==> src/rtl/memory_stage_pkg.sv <==
// Shared types and constants for the M stage: bus widths, memory access sizes,
// the control word carried through EX/MEM, and the alignment rule.
package memory_stage_pkg;

    typedef logic [31:0] reg_bus_t;
    typedef logic [31:0] mem_data_bus_t;
    typedef logic [3:0]  dmem_be_bus_t;

    localparam logic [1:0] MEM_SIZE_B = 2'd0;
    localparam logic [1:0] MEM_SIZE_H = 2'd1;
    localparam logic [1:0] MEM_SIZE_W = 2'd2;

    typedef struct packed {
        logic       mem_re;
        logic       mem_we;
        logic [1:0] mem_size;
        logic       mem_unsigned;
        logic       reg_we;
        logic [4:0] rd;
    } controlsgs_t;

    function automatic logic is_misaligned(input logic [1:0] size, input logic [1:0] addr_lo);
        return ((size == MEM_SIZE_H) && addr_lo[0]) ||
               ((size == MEM_SIZE_W) && (addr_lo != 2'b00));
    endfunction

endpackage

==> src/rtl/memory_stage_if.sv <==
// Data-memory port with req/gnt address phase and rvalid response phase.
interface memory_stage_if #(
    parameter int ADDR_W = 32
);
    logic              req;
    logic              we;
    logic [ADDR_W-1:0] addr;
    logic [3:0]        be;
    logic [31:0]       wdata;
    logic              gnt;
    logic              rvalid;
    logic [31:0]       rdata;

    modport master (output req, we, addr, be, wdata, input gnt, rvalid, rdata);
    modport slave  (input req, we, addr, be, wdata, output gnt, rvalid, rdata);
endinterface

==> src/rtl/memory_stage_load_align.sv <==
// Load lane select and sign/zero extension of a 32-bit memory word.
module load_align
    import memory_stage_pkg::*;
(
    input  logic [31:0] rdata,
    input  logic [1:0]  addr_lo,
    input  logic [1:0]  size,
    input  logic        is_unsigned,
    output logic [31:0] data
);
    logic [7:0]  byte_sel;
    logic [15:0] half_sel;

    always_comb begin
        byte_sel = rdata[{addr_lo, 3'b000} +: 8];
        half_sel = addr_lo[1] ? rdata[31:16] : rdata[15:0];
        case (size)
            MEM_SIZE_B: data = {{24{~is_unsigned & byte_sel[7]}}, byte_sel};
            MEM_SIZE_H: data = {{16{~is_unsigned & half_sel[15]}}, half_sel};
            default:    data = rdata;
        endcase
    end
endmodule

==> src/rtl/memory_stage.sv <==
// Pipeline M stage: load/store sequencing on the data-memory port, stall
// generation while a transaction is outstanding, and the MEM/WB register.
module memory_stage
    import memory_stage_pkg::*;
#(
    parameter int ADDR_W = 32
) (
    input  logic                 clk,
    input  logic                 rst_n,
    input  logic                 m_valid,
    input  mem_data_bus_t        m_alu_y,
    input  reg_bus_t             m_wdata,
    input  controlsgs_t          m_ctrl,
    output reg_bus_t             m_regwd,
    output logic                 stall_m,
    output logic                 m_misalign,
    memory_stage_if.master       dmem,
    output reg_bus_t             w_regwd,
    output logic [4:0]           w_rd,
    output logic                 w_reg_we
);
    typedef enum logic [1:0] {IDLE, REQ, RESP} state_e;

    state_e       state_q, state_d;
    logic         mem_op, misaligned, go, req_c;
    dmem_be_bus_t be_c;
    logic [31:0]  wdata_c;
    reg_bus_t     load_data;

    assign mem_op     = m_valid & (m_ctrl.mem_re | m_ctrl.mem_we);
    assign misaligned = mem_op & is_misaligned(m_ctrl.mem_size, m_alu_y[1:0]);
    assign go         = mem_op & ~misaligned;
    assign m_misalign = misaligned;
    assign m_regwd    = m_alu_y;

    // Store lanes: replicate the datum so the byte enables alone pick the lane.
    always_comb begin
        case (m_ctrl.mem_size)
            MEM_SIZE_B: begin
                be_c    = 4'b0001 << m_alu_y[1:0];
                wdata_c = {4{m_wdata[7:0]}};
            end
            MEM_SIZE_H: begin
                be_c    = 4'b0011 << {m_alu_y[1], 1'b0};
                wdata_c = {2{m_wdata[15:0]}};
            end
            default: begin
                be_c    = 4'hF;
                wdata_c = m_wdata;
            end
        endcase
    end

    always_comb begin
        state_d = state_q;
        req_c   = 1'b0;
        stall_m = 1'b0;
        case (state_q)
            IDLE: begin
                if (go) begin
                    req_c = 1'b1;
                    if (!dmem.gnt) begin
                        state_d = REQ;
                        stall_m = 1'b1;
                    end else if (!m_ctrl.mem_we) begin
                        state_d = RESP;
                        stall_m = 1'b1;
                    end
                end
            end
            REQ: begin
                req_c = 1'b1;
                if (dmem.gnt && m_ctrl.mem_we) begin
                    state_d = IDLE;
                end else begin
                    stall_m = 1'b1;
                    if (dmem.gnt) state_d = RESP;
                end
            end
            RESP: begin
                if (dmem.rvalid) state_d = IDLE;
                else             stall_m = 1'b1;
            end
            default: state_d = IDLE;
        endcase
    end

    assign dmem.req   = req_c;
    assign dmem.we    = req_c & m_ctrl.mem_we;
    assign dmem.addr  = req_c ? {m_alu_y[ADDR_W-1:2], 2'b00} : '0;
    assign dmem.be    = req_c ? be_c : '0;
    assign dmem.wdata = req_c ? wdata_c : '0;

    load_align u_load_align (
        .rdata       (dmem.rdata),
        .addr_lo     (m_alu_y[1:0]),
        .size        (m_ctrl.mem_size),
        .is_unsigned (m_ctrl.mem_unsigned),
        .data        (load_data)
    );

    always_ff @(posedge clk or negedge rst_n) begin
        if (!rst_n) state_q <= IDLE;
        else        state_q <= state_d;
    end

    // MEM/WB boundary
    always_ff @(posedge clk or negedge rst_n) begin
        if (!rst_n) begin
            w_regwd  <= '0;
            w_rd     <= '0;
            w_reg_we <= 1'b0;
        end else if (!stall_m) begin
            w_regwd  <= m_ctrl.mem_re ? load_data : m_alu_y;
            w_rd     <= m_ctrl.rd;
            w_reg_we <= m_valid & m_ctrl.reg_we & ~misaligned;
        end
    end
endmodule
==> src/flat_wrapper.sv <==
// flat-port wrapper written by rule: the top's interface ports become plain ports
module memory_stage_flat import memory_stage_pkg::*;
#(
    parameter int ADDR_W = 32
)
  (clk, rst_n, m_valid, m_alu_y, m_wdata, m_ctrl, m_regwd, stall_m, m_misalign, w_regwd, w_rd, w_reg_we, dmem_req, dmem_we, dmem_addr, dmem_be, dmem_wdata, dmem_gnt, dmem_rvalid, dmem_rdata);
  memory_stage_if #(.ADDR_W(ADDR_W)) dmem_i ();
  input  logic clk;
  input  logic rst_n;
  input  logic m_valid;
  input  mem_data_bus_t m_alu_y;
  input  reg_bus_t m_wdata;
  input  controlsgs_t m_ctrl;
  output reg_bus_t m_regwd;
  output logic stall_m;
  output logic m_misalign;
  output reg_bus_t w_regwd;
  output logic [4:0] w_rd;
  output logic w_reg_we;
  output wire logic [$bits(dmem_i.req)-1:0] dmem_req;
  output wire logic [$bits(dmem_i.we)-1:0] dmem_we;
  output wire logic [$bits(dmem_i.addr)-1:0] dmem_addr;
  output wire logic [$bits(dmem_i.be)-1:0] dmem_be;
  output wire logic [$bits(dmem_i.wdata)-1:0] dmem_wdata;
  input wire logic [$bits(dmem_i.gnt)-1:0] dmem_gnt;
  input wire logic [$bits(dmem_i.rvalid)-1:0] dmem_rvalid;
  input wire logic [$bits(dmem_i.rdata)-1:0] dmem_rdata;
  assign dmem_req = dmem_i.req;
  assign dmem_we = dmem_i.we;
  assign dmem_addr = dmem_i.addr;
  assign dmem_be = dmem_i.be;
  assign dmem_wdata = dmem_i.wdata;
  assign dmem_i.gnt = dmem_gnt;
  assign dmem_i.rvalid = dmem_rvalid;
  assign dmem_i.rdata = dmem_rdata;
  memory_stage #(.ADDR_W(ADDR_W)) u_core (.clk(clk), .rst_n(rst_n), .m_valid(m_valid), .m_alu_y(m_alu_y), .m_wdata(m_wdata), .m_ctrl(m_ctrl), .m_regwd(m_regwd), .stall_m(stall_m), .m_misalign(m_misalign), .dmem(dmem_i), .w_regwd(w_regwd), .w_rd(w_rd), .w_reg_we(w_reg_we));
endmodule
==> config.mk <==
export PLATFORM = sky130hd
export DESIGN_NAME = memory_stage_flat
export DESIGN_NICKNAME = d
export VERILOG_FILES = /design/src/rtl/memory_stage_pkg.sv /design/src/rtl/memory_stage_if.sv /design/src/rtl/memory_stage_load_align.sv /design/src/rtl/memory_stage.sv /design/src/flat_wrapper.sv
export SDC_FILE = /design/constraint.sdc
export NUM_CORES = 1
export LEC_CHECK = 0
export CAP_MARGIN = 20
export CORE_MARGIN = 1
export CORE_UTILIZATION = 29
export DETAILED_ROUTE_END_ITERATION = 7
export GPL_ROUTABILITY_DRIVEN = 0
export PLACE_DENSITY = 0.67
export SETUP_SLACK_MARGIN = 0.05
export SYNTH_ARGS = -nofsm -noshare
export SYNTH_HDL_FRONTEND = slang
export SYNTH_SLANG_ARGS = --single-unit
==> constraint.sdc <==
create_clock -name clk -period 6.8 [get_ports clk]
set_input_delay 1.7 -clock clk [delete_from_list [all_inputs] [get_ports clk]]
set_output_delay 1.7 -clock clk [all_outputs]
set_load 0.05 [all_outputs]
==> results.md <==
* Clk_lat worst skew at 0.28 ns
* Top cell by count, worst path: buf_4
* Antenna Cells at 0
* Clock Power Share at 19.0%
* Slew Viols, Final at 0
* Number of global-route vias before repair at 3821
* NumNets Final at 742
* Post-synth top flop: dfrtp_1
* Area grow syn2layout at 68.9%
* Crit. Startpoint: m_alu_y[0]
* Critical path required time at 5.10 ns
* Post-synthesis register bit count at 40
* DRC at 36
* Max clock buf depth at 2
* Pleak at 0.00253 uW
* Async set-reset flop share out of synthesis at 100%
* Total number of vias at 3874
* CP Depth at 10
* Final setup skew at 0.00617 ns
* CP Buf/Inv Count at 5
* Inserted Clock Buffers at 5
* Final setup viols at 0
* Cells resized by post-CTS repair at 0
* Post-CTS Hold Fix Bufs at 0
* Result of the run: finished with violations
* Post-Route WL at 13.4 mm
* Area leader, netlist: dfrtp_1
* Final Cycle Share at 84.6%
* FF-to-FF setup slack at 4.84 ns
* RR Startpoint: u_core.state_q[0]
* Post-synthesis cell count at 431
* Die X at 111 um
* R2r endpoint: u_core.w_rd[0]
* Syn avg cell area at 8.02 sq um
* Internal power at 743 uW
* Crit path to: dmem_addr[24]
* Drt wl/cell at 17.3 um
* Layout cell share with drive strength beyond 1 at 17.0%
* Site row count at 39
* Boundary pin count at 254
* Worst-path fanout max at 40
* Number of enable flip-flop cells after synthesis at 0
* Detail Route Antenna Nets at 0
* Slew HR at 30.4%
* CTS sink cnt at 40
* FF+latch area at 0.00100 sq mm
* Setup repair bufs after CTS at 0
* Setup WS post-layout at 1.05 ns
* TritonCTS clock tree: done
* Die area at 0.0124 sq mm
* Final HPWL DP at 10.4 mm
* Place WS at 1.05 ns
* Detailed Routing Iterations Pass 1 at 7
* Global-route wire length before repair at 20.5 mm
* Synth warn at 0
* Reg power frac at 22.1%
* Violated checks: design-rule violations
* Switching share of power at 46.7%
* RSZ-0062 raised after global routing: no
* Netlist cell types at 43
* Max Fclk at 174 MHz
* Hold Vio Cnt, Final at 0
* Filler instances at 1126
* CTS H-tree depth at 2
* CP Class: in2out
* Nature of the critical path endpoint: primary output
* Clock transition at path regs at 0.06 ns
* Setup TNS at 0 ns
* R2r worst-path depth at 5
* Via/cell ratio at 5.01
* Switch Pwr at 652 uW
* Post-synthesis sequential area ratio at 29.0%
* Min-Delay Path Class: reg2reg
* Top post-synthesis cells by count: nand2_1, nor2_1, dfrtp_1
* Max_cap viols at 0
* Initial Util at 30.0%
* Area occupied by multi-input gates at 0.00197 sq mm
* CP arrival at 4.05 ns
* Max stage delay cell, worst path: clkdlybuf4s50_1
* CP top delay family: buffers and inverters
* CP startpoint kind: input port
* CP cell instances: clkdlybuf4s50_1 -> buf_4 -> o21ai_1 -> or2_1 -> a31oi_1 -> or2_1 -> buf_4 -> inv_2 -> and2_1 -> buf_4
* Final min period at 5.75 ns
* Core area at 0.0115 sq mm
* Port Buffers at 251
* Initial antenna violation count at 0
* Cell Area, Synth at 0.00346 sq mm
* Slowest stage delay, CP at 0.46 ns
* Top cells by area, synth: dfrtp_1, buf_4, and2_1
* Pwr/cell area at 239 mW/mm^2
* Iter 0 DRT Violations at 200
* All-Layer GR Usage at 20.9%
* Clock tree root driver cell: clkbuf_16
* Final Util at 50.7%
* Maximum vdd drop at 0.0000968 V
* Worst-Margin Slew at 1.04 ns
* Yosys top cell area share at 29.0%
* Largest net degree at the start of global routing at 72
* Total grt overflow at 0
* Die Ht at 111 um
* Comb pwr share at 58.9%
==> through the flow <==
| step | power, uW | hold slack (ns) | cell area [sq um] | cells |
|---|---|---|---|---|
| 2_1_floorplan | 846 | 0.608 | 3460 | 432 |
| 3_3_place_gp | 1130 | 0.461 | 5670 | 765 |
| 3_5_place_dp | 1140 | 0.465 | 5670 | 765 |
| 4_1_cts | 1410 | 0.479 | 5830 | 773 |
| 5_1_grt | 1450 | 0.495 | 5840 | 774 |
| 6_report | 1390 | 0.475 | 5840 | 774 |
==> worst register-to-register path: cells and delay by family, from the launching register on <==
| family | cells | cell delay [ns] |
|---|---|---|
| compound gates | 2 | 0.21 |
| buf+inv | 1 | 0.56 |
| simple gates | 1 | 0.27 |
| mux | 1 | 0.43 |
| flops | 1 | 0.39 |
==> cell usage in the layout, fill, tap and decap left out, drive strengths merged, types with 3 or more instances in the layout <==
master / instances
a22oi: 7
nor2: 48
clkdlybuf4s50: 181
a21oi: 21
dfrtp: 40
or2: 3
mux2: 14
a21o: 7
a31oi: 3
a221oi: 21
buf: 79
o31ai: 8
inv: 14
nand2: 47
and2: 39
a211oi: 10
mux2i: 18
a22o: 14
o21ai: 32
clkbuf: 6
==> worst min path at each step <==
| stage | from | slack (ns) | to | cells after the start |
|---|---|---|---|---|
| 2_1_floorplan | u_core.state_q[0] | 0.61 | u_core.state_q[1] | 2 |
| 3_3_place_gp | u_core.w_regwd[11] | 0.46 | u_core.w_regwd[11] | 1 |
| 3_5_place_dp | u_core.w_regwd[9] | 0.47 | u_core.w_regwd[9] | 1 |
| 4_1_cts | u_core.w_regwd[9] | 0.48 | u_core.w_regwd[9] | 1 |
| 5_1_grt | u_core.w_regwd[8] | 0.49 | u_core.w_regwd[8] | 1 |
| 6_report | u_core.w_regwd[9] | 0.47 | u_core.w_regwd[9] | 1 |
==> sequential cells by signal, summed over array words and instances (netlist names) <==
signal / flops
u_core.w_regwd: 32
u_core.w_rd: 5
u_core.state_q: 2
u_core.w_reg_we: 1
==> cells by family (layout without fill, tap and decap cells) <==
logic type / after synthesis / in the layout / share of synthesized area [%]
buffers and inverters: 83 / 282 / 14.5
DFF: 40 / 40 / 29.0
other: 1 / 2 / 0.109
AOI/OAI and AO/OA: 127 / 127 / 25.7
and+or+nand+nor: 148 / 148 / 20.6
muxes: 32 / 32 / 10.1
==> per-layer routing <==
metal  global-route usage [%]  part of all wire (%)  up-vias
met5                        0                     0        -
met1                     23.3                    39     1800
li1                         -                     -     1875
met2                     39.6                    52      189
met4                     4.41                   1.1        0
met3                     5.41                   8.4       10
==> power groups by stage <==
stage	sequential, uW	clock (uW)	combinational [uW]
5_1_grt	316	280	860
3_3_place_gp	311	0	818
3_5_place_dp	314	0	824
4_1_cts	309	273	826
6_report	309	265	821
2_1_floorplan	475	0	370
==> cell type report <==
class / instances / share of cell area [%]
Tap cell: 143 / 3.07
Clock buffer: 6 / 2.21
Clock inverter: 2 / 0.600
Sequential cell: 40 / 17.1
Inverter: 14 / 0.900
Timing Repair Buffer: 260 / 42.4
Multi-Input combinational cell: 309 / 33.7
Note: power is estimated with default switching activity, not from simulation.
